--- src/rtl/hack_screen_reader.sv ---
// Hack screen scan-out: fetches screen RAM words and serialises them LSB-first as a pixel stream.
// Define SCREEN_READER_PREFETCH_EN to prefetch the next word into a holding register for gapless output.
//
// state   | meaning
// --------+--------------------------------------------------
// S_IDLE  | waiting for start, no outputs active
// S_FETCH | read strobe for the current word address
// S_LOAD  | RAM data returns, captured into the shift register
// S_SHIFT | presenting pixels, shifting on each transfer
module hack_screen_reader #(
    parameter int WORDS_PER_ROW = 32,
    parameter int ROWS          = 256,
    parameter int ADDR_W        = 13
) (
    input  logic              CLK,
    input  logic              RST_N,
    input  logic              start,
    output logic [ADDR_W-1:0] mem_addr,
    output logic              mem_rd,
    input  logic [15:0]       mem_data,
    output logic              pix,
    output logic              pix_valid,
    input  logic              pix_ready,
    output logic              line_end,
    output logic              frame_end,
    output logic              busy
);

    localparam int COL_W = (WORDS_PER_ROW > 1) ? $clog2(WORDS_PER_ROW) : 1;
    localparam logic [ADDR_W-1:0] LAST_WORD = ADDR_W'(WORDS_PER_ROW * ROWS - 1);
    localparam logic [COL_W-1:0]  LAST_COL  = COL_W'(WORDS_PER_ROW - 1);

    typedef enum logic [1:0] {S_IDLE, S_FETCH, S_LOAD, S_SHIFT} state_t;

    state_t            state_q, state_d;
    logic [ADDR_W-1:0] addr_q, addr_d;
    logic [COL_W-1:0]  col_q, col_d;
    logic [15:0]       shreg_q, shreg_d;
    logic [3:0]        cnt_q, cnt_d;
    logic              last_bit;
    logic              last_word;

`ifdef SCREEN_READER_PREFETCH_EN
    logic [15:0] hold_q, hold_d;
    logic        pf_issued_q, pf_issued_d;
    logic        pf_cap_q, pf_cap_d;
`endif

    assign last_bit  = (cnt_q == 4'd15);
    assign last_word = (addr_q == LAST_WORD);

    always_ff @(posedge CLK) begin
        if (!RST_N) begin
            state_q     <= S_IDLE;
            addr_q      <= '0;
            col_q       <= '0;
            shreg_q     <= '0;
            cnt_q       <= '0;
`ifdef SCREEN_READER_PREFETCH_EN
            hold_q      <= '0;
            pf_issued_q <= 1'b0;
            pf_cap_q    <= 1'b0;
`endif
        end else begin
            state_q     <= state_d;
            addr_q      <= addr_d;
            col_q       <= col_d;
            shreg_q     <= shreg_d;
            cnt_q       <= cnt_d;
`ifdef SCREEN_READER_PREFETCH_EN
            hold_q      <= hold_d;
            pf_issued_q <= pf_issued_d;
            pf_cap_q    <= pf_cap_d;
`endif
        end
    end

    always_comb begin
        state_d   = state_q;
        addr_d    = addr_q;
        col_d     = col_q;
        shreg_d   = shreg_q;
        cnt_d     = cnt_q;
        mem_rd    = 1'b0;
        mem_addr  = addr_q;
        pix       = 1'b0;
        pix_valid = 1'b0;
        line_end  = 1'b0;
        frame_end = 1'b0;
        busy      = (state_q != S_IDLE);
`ifdef SCREEN_READER_PREFETCH_EN
        hold_d      = hold_q;
        pf_issued_d = pf_issued_q;
        pf_cap_d    = 1'b0;
        if (pf_cap_q) begin
            hold_d = mem_data;
        end
`endif

        case (state_q)
            S_IDLE: begin
                if (start) begin
                    state_d = S_FETCH;
                    addr_d  = '0;
                    col_d   = '0;
                end
            end
            S_FETCH: begin
                mem_rd  = 1'b1;
                state_d = S_LOAD;
            end
            S_LOAD: begin
                shreg_d = mem_data;
                cnt_d   = '0;
                state_d = S_SHIFT;
            end
            S_SHIFT: begin
                pix_valid = 1'b1;
                pix       = shreg_q[0];
                line_end  = last_bit && (col_q == LAST_COL);
                frame_end = last_bit && last_word;
`ifdef SCREEN_READER_PREFETCH_EN
                // One read per word, issued on its first pixel; stalls must not re-issue.
                if ((cnt_q == 4'd0) && !last_word && !pf_issued_q) begin
                    mem_rd      = 1'b1;
                    mem_addr    = addr_q + 1'b1;
                    pf_issued_d = 1'b1;
                    pf_cap_d    = 1'b1;
                end
`endif
                if (pix_ready) begin
                    shreg_d = shreg_q >> 1;
                    cnt_d   = cnt_q + 1'b1;
                    if (last_bit) begin
                        if (last_word) begin
                            state_d = S_IDLE;
                            addr_d  = '0;
                            col_d   = '0;
                        end else begin
                            addr_d = addr_q + 1'b1;
                            col_d  = (col_q == LAST_COL) ? '0 : col_q + 1'b1;
`ifdef SCREEN_READER_PREFETCH_EN
                            shreg_d     = hold_q;
                            cnt_d       = '0;
                            pf_issued_d = 1'b0;
`else
                            state_d = S_FETCH;
`endif
                        end
                    end
                end
            end
            default: state_d = S_IDLE;
        endcase
    end

endmodule

--- config.mk ---
export PLATFORM = sky130hd
export DESIGN_NAME = hack_screen_reader
export DESIGN_NICKNAME = d
export VERILOG_FILES = /design/src/rtl/hack_screen_reader.sv
export SDC_FILE = /design/constraint.sdc
export NUM_CORES = 1
export LEC_CHECK = 0
export ABC_AREA = 1
export ABC_CLOCK_PERIOD_IN_PS = 1730
export CAP_MARGIN = 20
export CORE_MARGIN = 2
export CORE_UTILIZATION = 46
export CTS_CLUSTER_SIZE = 40
export DETAILED_ROUTE_END_ITERATION = 10
export PLACE_DENSITY = 0.75
export REMOVE_ABC_BUFFERS = 1
export SKIP_CTS_REPAIR_TIMING = 1
export SYNTH_ARGS = -nofsm -noshare
export SYNTH_HDL_FRONTEND = slang
export SYNTH_SLANG_ARGS = --single-unit
--- constraint.sdc ---
create_clock -name CLK -period 1.73 [get_ports CLK]
set_clock_uncertainty 0.15 [all_clocks]
set_input_delay 0.2595 -clock CLK [delete_from_list [all_inputs] [get_ports CLK]]
set_output_delay 0.2595 -clock CLK [all_outputs]
set_load 0.1 [all_outputs]
# Yosys cells after proc, flatten, opt, wreduce, memory -nomap -nowiden
# Cells that the tools add are included.
[totals]
reg_bits = 40
wordCells = 51
n_memories = 0
in_bits = 20
rom_bits = 0
out_inout_bits = 19
latchBits = 0
ramBits = 0
[classes]
n_addsub = 3
mul = 0
muxes = 25
n_eq_ne = 9
shifts = 0
n_bitwise = 0
magnitude_cmp = 0
reduce_logical = 9
div = 0
[ops]
columns = ["op", "count"]
rows = [
  ["two-way mux 13 bit", 4],
  ["case mux 16 bit (2 select lines)", 1],
  ["case mux 13 bit (2 select lines)", 1],
  ["two-way mux 5 bit", 5],
  ["two-way mux 16 bit", 1],
  ["adder 13 x 1 -> 13 bit (second input constant)", 1],
  ["equality test 13 bit (second input constant)", 1],
  ["case mux 5 bit (2 select lines)", 1],
  ["case mux 2 bit (4 select lines)", 1],
  ["case mux 4 bit (2 select lines)", 1],
  ["two-way mux 1 bit", 6],
  ["two-way mux 2 bit", 3],
  ["!= test 2 bit (second input constant)", 3],
  ["nonzero test 2 bit", 3],
  ["adder 5 x 1 -> 5 bit (second input constant)", 1],
  ["equality test 5 bit (second input constant)", 1],
  ["adder 4 x 1 -> 4 bit (second input constant)", 1],
  ["equality test 2 bit (second input constant)", 2],
  ["equality test 4 bit (second input constant)", 1],
  ["two-way mux 4 bit", 1],
  ["AND reduction 4 bit", 1],
  ["AND reduction 3 bit", 1],
  ["equality test 2 x 1 -> 1 bit (second input constant)", 1],
  ["logical AND 1 bit", 2],
  ["2 further kinds", 2],
]

# Depth between registers and ports, before layout
[depth]
depth_word = 6
depth_mapped = 11
mapped_depth_nobuf = 10

# Worst setup path after synthesis
# No wires, ideal clock.
[synth_timing]
path_type = "register -> output"
from = "reg addr_q[1] (netlist: mem_addr[1])"
to = "out frame_end"
required_time_ps = 1321
n_path_buf = 0
arrival_ps = 3029
slack_ps = -1709
stages_incl_launch_ff = 8
cell_sequence = "dfxtp_1 -> ha_1 -> nand2_1 -> inv_1 -> nand2_1 -> nor2_4 -> nand2_2 -> nor2_1"
[synth_via]
elab_chain_len = 3
[synth_lines]
columns = ["element", "line", "source"]
rows = [
  ["start: declaration", "36", "logic [ADDR_W-1:0] addr_q, addr_d;"],
  ["start signal: assignment", "66", "addr_q <= addr_d;"],
  ["equality test 13 bit", "50", "assign last_word = (addr_q == LAST_WORD);"],
  ["logical AND 1 bit", "121", "frame_end = last_bit && last_word;"],
  ["two-way mux 1 bit", "100", "case (state_q)"],
  ["end: declaration", "25", "output logic frame_end,"],
]
# No other way between the ends.

# Worst setup path in the final report
# Ends and elaborated chain as after synthesis.

==> impl_metrics.toml <==
[outcome]
run_status = "finished with violations"
violations = "setup timing"

[yosys]
synthCells = 284
warnings_synthesis = 0
synth-adder-area-share = 0.0487
synth_xor_xnor_area_share = 0.0128
ys_seq_area_frac = 0.390
ys_dominant_reg_cell = "sky130_fd_sc_hd__dfxtp_1"
synth_compound_area_frac = 0.144
synthTopCellsByArea = "sky130_fd_sc_hd__dfxtp_1 (39%), sky130_fd_sc_hd__nand2_1 (13%), sky130_fd_sc_hd__ha_1 (4.9%)"
yosysTopAreaCell = "sky130_fd_sc_hd__dfxtp_1"
netlist_area_um2 = 2050
synth_enable_flop_cells = 0
synth_top_family_by_area = "simple AND/OR/NAND/NOR gates"
yosys_register_bits = 40
unique_cell_type_count_in_the_yosys_netlist = 30
synth_simple_gate_area_share = 0.327
yosysTopAreaCellShare = 0.390
synth.mux.area_fraction = 0
asyncSetResetFlopFracSynth = 0
synthesis.area_per_instance_um2 = 7.23

[route]
postRouteWirelength_um = 5650
drt-initial-drc-count = 137
drc = 0
antenna_violating_nets_post_route = 0
number_of_vias_after_detailed_routing = 2148
routed_wire_length_per_instance_um = 13.7
routed_via_density = 5.20
drtPass1Iterations = 4

[global_routing]
grt_pass1_vias = 1950
global_route.usage.met1 = 0.254
grt.busiest_layer = "met2"
grt_util_all_layers = 0.201
grt_met3_usage = 0.0356
largest_net_degree_at_the_start_of_global_routing = 31
gr_util_met2 = 0.352
antenna_found_initial = 0
grt_first_pass_wirelength_um = 8280
globalRoute.totalOverflow = 0

[cells_and_area]
seq_area_um2 = 811
final-instance-count-excl-fill = 413
design.final.nets = 388
antenna_cells_inserted = 0
fillerInstances = 303
drive_above_1_share = 0.321
layout.cell_area.non_filler_um2 = 3280
areaGrowthSynthToFinish_pct = 59.4
layout.cells.most_common_list = "sky130_fd_sc_hd__nand2_1 (64), sky130_fd_sc_hd__dfxtp_1 (34), sky130_fd_sc_hd__buf_4 (33)"
multi_input_area_um2 = 1250
layout.cells.most_common = "sky130_fd_sc_hd__nand2_1"

[clocking]
cts.path.max_buffers = 2
clk_pin_slew_ps = 80
clock_tree.root_cell = "sky130_fd_sc_hd__clkbuf_8"
cts_inserted_buffers = 5
cts.sink_count = 40
htree_num_levels = 2
tritoncts_clock_tree = "yes"
clock_latency_ps = 290

[sta]
final-hold-violation-count = 0
setup_repair_after_global_routing_missed_its_margin = "yes"
timing.fmax_mhz = 529
setup_violations = 5
worst_pin_slew_ps = 285
post-route-min-period_ps = 1890
max_slew_margin = 0.809
timing_max_transition_violations_final = 0
totalNegativeSetupSlack_ps = -398
post-route-period-util = 1.09
post-route-worst-setup-slack_ps = -161

[placed_design]
gpl.final_weighted_congestion = 0.865
place.detailed.instances = 401
portBuffers = 38
placed_area_um2 = 2930
hpwlAfterDp_um = 3690

[floorplan]
die_area_um2 = 5020
die-width_um = 70.8
chipHeight_um = 70.8
start_util = 0.475
core.rowCount = 24
design.portCount = 39
core_region_area_um2 = 4320

[run]
drv.max_cap_violation_count = 0

[hold_path]
hold_class = "register to register"

[worst_setup_path]
worstSetupPathType = "register to output port"
crit_path_max_fanout = 2
worst-endpoint-arrival_ps = 1480
cp-end-kind = "output port"
cp.required_ps = 1320
critical_path_source_type = "register"

[power]
worst_ir_drop_vdd_mv = 1.56
power.static_leakage_uw = 0.00129
powerDensity_nw_per_um2 = 1220
==> logic make-up (layout without fill, tap and decap cells) <==
logic type      after synthesis  count (layout)
compound gates               54              54
buf+inv                      37             114
xor+xnor                      3               3
simple gates                142             142
fa+ha+maj                     8               8
flops                        40              40
==> metal layers <==
layer / vias to the layer above / routed length, um
met5: - / 0
met4: 0 / 109
met3: 10 / 214
met2: 58 / 2970
met1: 989 / 2360
li1: 1091 / -
==> layout make-up <==
class,count,area share
multi-input combinational,207,0.382
timing repair buffer,79,0.283
sequential,40,0.248
inverter,27,0.0355
clock buffer,6,0.0222
tap,52,0.0199
clock inverter,2,0.0107
==> cell usage after synthesis, types with 3 or more instances <==
cell,instances
sky130_fd_sc_hd__a21oi_1,18
sky130_fd_sc_hd__a31oi_1,15
sky130_fd_sc_hd__clkbuf_1,7
sky130_fd_sc_hd__dfxtp_1,40
sky130_fd_sc_hd__ha_1,8
sky130_fd_sc_hd__inv_1,22
sky130_fd_sc_hd__nand2_1,69
sky130_fd_sc_hd__nand2_2,7
sky130_fd_sc_hd__nand3_1,19
sky130_fd_sc_hd__nand4_1,7
sky130_fd_sc_hd__nor2_1,24
sky130_fd_sc_hd__nor3_1,4
sky130_fd_sc_hd__o21ai_0,19
sky130_fd_sc_hd__xor2_1,3
==> worst max-delay path, stage by stage, from the launching register on <==
cell and delay, ps:
sky130_fd_sc_hd__dfxtp_2 360, sky130_fd_sc_hd__ha_4 140, sky130_fd_sc_hd__nand2_2 40, sky130_fd_sc_hd__inv_2 60, sky130_fd_sc_hd__nand2_2 60, sky130_fd_sc_hd__nor2_4 130, sky130_fd_sc_hd__nand2_4 70, sky130_fd_sc_hd__nor2_4 140
sky130_fd_sc_hd__buf_12 180
==> state kept, by name, summed over array words and instances (netlist names) <==
register  count
shreg_q      16
state_q       2
mem_addr     13
col_q         5
cnt_q         4
==> report_power, final <==
group	switching (uW)	internal (uW)	leakage, uW
combinational	1190	825	0.000910
clock	323	428	0.0000552
sequential	115	1120	0.000327
total	1620	2370	0.00129
==> through the flow <==
stage          hold WS, ps  utilization  worst slack, ps  total power, uW
3_3_place_gp           304        0.677            -38.3             2920
2_1_floorplan          248            -            -1980             2250
5_1_grt                342        0.758             -212             4210
6_report               313        0.758             -161             3990
4_1_cts                317        0.702             -324             3700
3_5_place_dp           305        0.677            -99.7             2950
==> final timing paths <==
path                                   from     endpoint  slack [ps]  cells after the start
worst max-delay path            mem_addr[1]    frame_end        -160                      8
worst min-delay path            shreg_q[15]  shreg_q[15]         310                      2
worst max register to register   state_q[1]  mem_addr[6]         -20                      9
worst min register to register  shreg_q[15]  shreg_q[15]         310                      2
No activity file was read; power rests on OpenSTA's default activity.
